===== config.mk =====
export PLATFORM = sky130hd
export DESIGN_NAME = deserializer
export DESIGN_NICKNAME = d
export VERILOG_FILES = /design/src/rtl/deserializer.sv
export SDC_FILE = /design/constraint.sdc
export NUM_CORES = 1
export LEC_CHECK = 0
export ABC_AREA = 1
export CAP_MARGIN = 20
export CORE_AREA = 2 2 61 63
export DETAILED_ROUTE_END_ITERATION = 10
export DIE_AREA = 0 0 63 65
export PLACE_DENSITY_LB_ADDON = 0.08
export SLEW_MARGIN = 40
export SYNTH_ARGS = -nofsm -noshare
export SYNTH_HDL_FRONTEND = slang
export SYNTH_SLANG_ARGS = --single-unit

===== constraint.sdc =====
create_clock -name clk_i -period 1.4 [get_ports clk_i]
set_input_delay 0.28 -clock clk_i [delete_from_list [all_inputs] [get_ports clk_i]]
set_output_delay 0.28 -clock clk_i [all_outputs]
set_load 0.005 [all_outputs]

===== src/rtl/deserializer.sv =====
// -----------------------------------------------------------------------------
// deserializer
//
// Serial-to-parallel receive end for a single-bit data path. Collects DATA_W
// qualified serial bits, assembles them into a word and presents the word with
// a one-cycle valid strobe. No backpressure is applied upstream.
//
// Parameters:
//   DATA_W            assembled word width (2..64)
//
// Ports:
//   clk_i             clock, rising edge
//   rst_i             asynchronous reset, active-low
//   data_i            serial data bit, sampled when data_val_i = 1
//   data_val_i        qualifies data_i on this edge
//   clear_i           synchronous frame abort, discards the partial word
//   deser_data_o      assembled word, holds until the next completion
//   deser_data_val_o  one-cycle strobe: new word on deser_data_o
//   busy_o            1 while a partial word holds 1..DATA_W-1 bits
//
// Build option:
//   DESER_LSB_FIRST_EN  defined: first accepted bit lands in bit 0 (right
//                       shift). Undefined: first bit lands in bit DATA_W-1.
// -----------------------------------------------------------------------------
module deserializer #(
    parameter int unsigned DATA_W = 16
) (
    input  logic              clk_i,
    input  logic              rst_i,
    input  logic              data_i,
    input  logic              data_val_i,
    input  logic              clear_i,
    output logic [DATA_W-1:0] deser_data_o,
    output logic              deser_data_val_o,
    output logic              busy_o
);

    localparam int unsigned CNT_W = $clog2(DATA_W + 1);

    typedef enum logic {
        IDLE    = 1'b0,
        COLLECT = 1'b1
    } state_t;

    state_t             state;
    state_t             state_next;
    logic [CNT_W-1:0]   cnt;
    logic [DATA_W-1:0]  sr;
    logic [DATA_W-1:0]  sr_shift;
    logic               accept;
    logic               last_bit;

    // State register
    always_ff @(posedge clk_i or negedge rst_i) begin
        if (!rst_i) begin
            state <= IDLE;
        end else begin
            state <= state_next;
        end
    end

    // Next-state logic; clear_i outranks both bit acceptance and completion
    always_comb begin
        accept     = data_val_i && !clear_i;
        last_bit   = accept && (cnt == CNT_W'(DATA_W - 1));
        state_next = state;
        if (clear_i) begin
            state_next = IDLE;
        end else if (accept) begin
            state_next = last_bit ? IDLE : COLLECT;
        end
    end

    // Output / shift-path logic
    always_comb begin
        busy_o = (state == COLLECT);
`ifdef DESER_LSB_FIRST_EN
        sr_shift = {data_i, sr[DATA_W-1:1]};
`else
        sr_shift = {sr[DATA_W-2:0], data_i};
`endif
    end

    // Datapath: shift register, bit counter, output word and strobe.
    // The completing edge loads the output from sr_shift so the final bit is
    // included without an extra pipeline stage.
    always_ff @(posedge clk_i or negedge rst_i) begin
        if (!rst_i) begin
            sr               <= '0;
            cnt              <= '0;
            deser_data_o     <= '0;
            deser_data_val_o <= 1'b0;
        end else begin
            deser_data_val_o <= 1'b0;
            if (clear_i) begin
                sr  <= '0;
                cnt <= '0;
            end else if (accept) begin
                sr <= sr_shift;
                if (last_bit) begin
                    cnt              <= '0;
                    deser_data_o     <= sr_shift;
                    deser_data_val_o <= 1'b1;
                end else begin
                    cnt <= cnt + CNT_W'(1);
                end
            end
        end
    end

endmodule


==> summary.md <==
| Metric | Value |
|---|---|
| Largest cells by area after synthesis | `dfrtp_1 62%, nand2_1 13%, inv_1 5.6%` |
| Fin area | `2093 um^2` |
| Fin. max-slew vios | `0` |
| Top FF cell, synth | `dfrtp_1` |
| Max Fclk | `roughly 0.74 GHz` |
| Core Area | `3496 um^2` |
| Clock Latency Late Sink | `around 0.34 ns` |
| Post-Syn Nets | `169` |
| Detail Placement HPWL | `2197 um` |
| DRT Wirelength | `3256 um` |
| Origin of the critical flop-to-flop path | `cnt[1]$_DFFE_PN0P_` |
| Layout Cells excl Fill | `between 200 and 300` |
| Register area | `952.2 um^2` |
| First-pass GRT wire length | `between 5000 and 6000 um` |
| WP data arrival | `1.64 ns` |
| H-tree Lvls | `2` |
| Endpoints failing setup | `0` |
| Post-Syn Area per Cell | `around 9.4 um^2` |
| Final ANT Viol Nets | `0` |
| Area of the multi-input gates | `498.0 um^2` |
| Pwr Density | `slightly below 1000 nW/um^2` |
| Crit path max fanout | `11` |
| Synth top area share | `between 60% and 70%` |
| FFs w/ async S/R, synth | `100.0%` |
| Top Family by Delay on Critical Path | `flip-flops` |
| Area Growth Syn to Fin | `36.57%` |
| Buf+Inv Stages, Crit Path | `2` |
| Run status | `finished, final reports clean` |
| Largest net degree at the start of global routing | `24` |
| Final min period | `1.354 ns` |
| Reg-to-Reg End | `deser_data_o[12]$_DFFE_PN0P_` |
| Layout cells sized above 1 | `18.78%` |
| TritonCTS Sinks | `38` |
| Synth Instances | `163` |
| Util after Layout | `59.88%` |
| Fin nets | `219` |
| CP max stage cell | `dfrtp_1` |
| Setup CP Type | `reg2reg` |
| ANT cells | `0` |
| Yosys top cell by area | `dfrtp_1` |
| Clk_skew | `0.009304 ns` |
| CP cell instances | `ha_4 > nand3_2 > nor2_4 > buf_4 > buf_6 > nand3_1 > nand2_1` |
| Setup_tns | `0 ns` |
| Placement Rows | `22` |
| Synth Register Bits | `38` |
| EDFF count, synth | `0` |
| Worst-margin pin slew | `0.3920 ns` |
| Worst setup SP type | `register` |
| Largest stage delay, worst path | `0.44 ns` |
| Crit path required time | `~1.7 ns` |
| GPL Wtd Cong | `0.7752` |
| Netlist cell types | `16` |
| Total track usage | `18.08%` |
| Drt first pass iters | `4` |
| Placed Cells | `240` |
| Buffers on Ports | `22` |
| Starting density of the core | `43.84%` |
| Root Driver | `clkbuf_4` |
| Cell with the most instances after synthesis | `nand2_1` |
| R2R cell count | `7` |
| Max VDD drop | `656.1 uV` |
| DIE AREA | `4095 um^2` |
| Reg2reg setup slack | `0.05 ns` |
| Routed vias | `1,231` |
| Static Leak | `1.152 nW` |
| CTS Buf Count | `5` |
| Max-capacitance violation count | `0` |
| Drt first-iter violations | `51` |
| Avg WL per Cell | `12.48 um` |
| Routed vias/inst | `4.716` |
| Crit. Startpoint | `cnt[1]$_DFFE_PN0P_` |
| Placed inst area | `~1900 um^2` |
| Vias in the first global route | `1,254` |
| Die Wd | `63 um` |
| Initial antenna violation count | `0` |
| Mapped cell area | `1533 um^2` |
| YS warnings | `0` |
| Final Hold Fails | `0` |
| Final hold slack | `about 0.39 ns` |
| Crit share post-route | `slightly below 100%` |
| Commonest cells in the netlist | `52 x nand2_1, 38 x dfrtp_1, 23 x inv_1` |
| HP Class | `in2async` |
| CTS tree | `yes` |
| Sequential share of the synthesized area | `about 62%` |
| Crit end category | `register` |
| Max Root-Sink Buffers | `2` |
| Total grt overflow | `0` |
| Clock transition at path regs | `0.11 ns` |
| DR DRC count | `0` |
| Die H | `65 um` |
| Slew HR | `73.87%` |
| # IOs | `23` |
| Fill count | `332` |
[worst max path at each step]
stage | end | slack [ns] | cells past startpoint
5_1_grt | deser_data_o[15]$_DFFE_PN0P_ | -0.02 | 7
3_5_place_dp | deser_data_o[10]$_DFFE_PN0P_ | -0.07 | 7
6_report | deser_data_o[12]$_DFFE_PN0P_ | 0.05 | 7
2_1_floorplan | deser_data_o[10]$_DFFE_PN0P_ | 0.10 | 7
4_1_cts | deser_data_o[15]$_DFFE_PN0P_ | 0.0008 | 6
3_3_place_gp | busy_o$_DFFE_PN0P_ | -0.07 | 7
[state kept, by name (all words and copies together), names as in the netlist]
register          cells
deser_data_o         16
sr                   15
cnt                   5
busy_o                1
deser_data_val_o      1
[logic make-up (layout without fill, tap and decap cells)]
group | count (synthesis) | in the layout | share of synthesized area, %
flops | 38 | 38 | 62.04
fa+ha+maj | 1 | 1 | 0.8162
compound gates | 17 | 17 | 6.612
buf+inv | 28 | 77 | 7.755
simple gates | 79 | 80 | 22.78
[placed cells by master, fill, tap and decap left out]
cell and count:
nand2_1 52, dfrtp_1 37, inv_1 23, buf_4 20, dlygate4sd2_1 18, nand3_1 17
o22ai_1 13, clkbuf_4 5, nor2_1 4, o21ai_0 4, clkdlybuf4s50_1 3, nor2_4 2
buf_6 2, buf_12 2, nand3_2 1, nand2_8 1, nand4_1 1, nor2_2 1
ha_4 1, bufinv_16 1, clkbuf_8 1, nand2_4 1, dfrtp_2 1, dlygate4sd3_1 1
buf_2 1
[repair_timing]
action / in CTS / in global routing
cloned: 0 / 1
endpoints found under the setup margin: 18 / 20
resized for setup: 18 / 7
endpoints found under the hold margin: 15 / 0
pin swaps: 0 / 2
buffers inserted: 6 / 6
hold buffers: 1 / 0
[per-layer routing]
metal	wire (um)	part of all wire, %	GRT usage (%)	up-vias
met3	143	4.4	5.382	5
met4	42	1.3	7.500	0
met5	0	0	0	-
met2	1592	49	30.05	38
li1	-	-	-	617
met1	1478	45	21.96	571
[area by class of cell]
| cell class | instances | area share, % |
|---|---|---|
| sequential | 38 | 45.49 |
| timing repair buffer | 47 | 19.84 |
| multi-input combinational | 98 | 23.79 |
| clock inverter | 1 | 1.435 |
| tap | 48 | 2.869 |
| inverter | 23 | 4.124 |
| clock buffer | 6 | 2.451 |
[power by group]
group / switching [mW] / internal (mW) / total, mW
clock network: 0.343 / 0.416 / 0.759
registers: 0.0115 / 1.11 / 1.12
logic: 0.0725 / 0.0594 / 0.132
[metrics by stage]
| step | setup slack, ns | total power, mW |
|---|---|---|
| global placement | -0.06705 | 1.250 |
| finish | 0.04569 | 2.010 |
| CTS | 0.0007883 | 2.015 |
| global route | -0.02290 | 2.103 |
| detailed placement | -0.07242 | 1.253 |
| floorplan | 0.1030 | 1.177 |
Note: power is estimated with default switching activity, not from simulation.
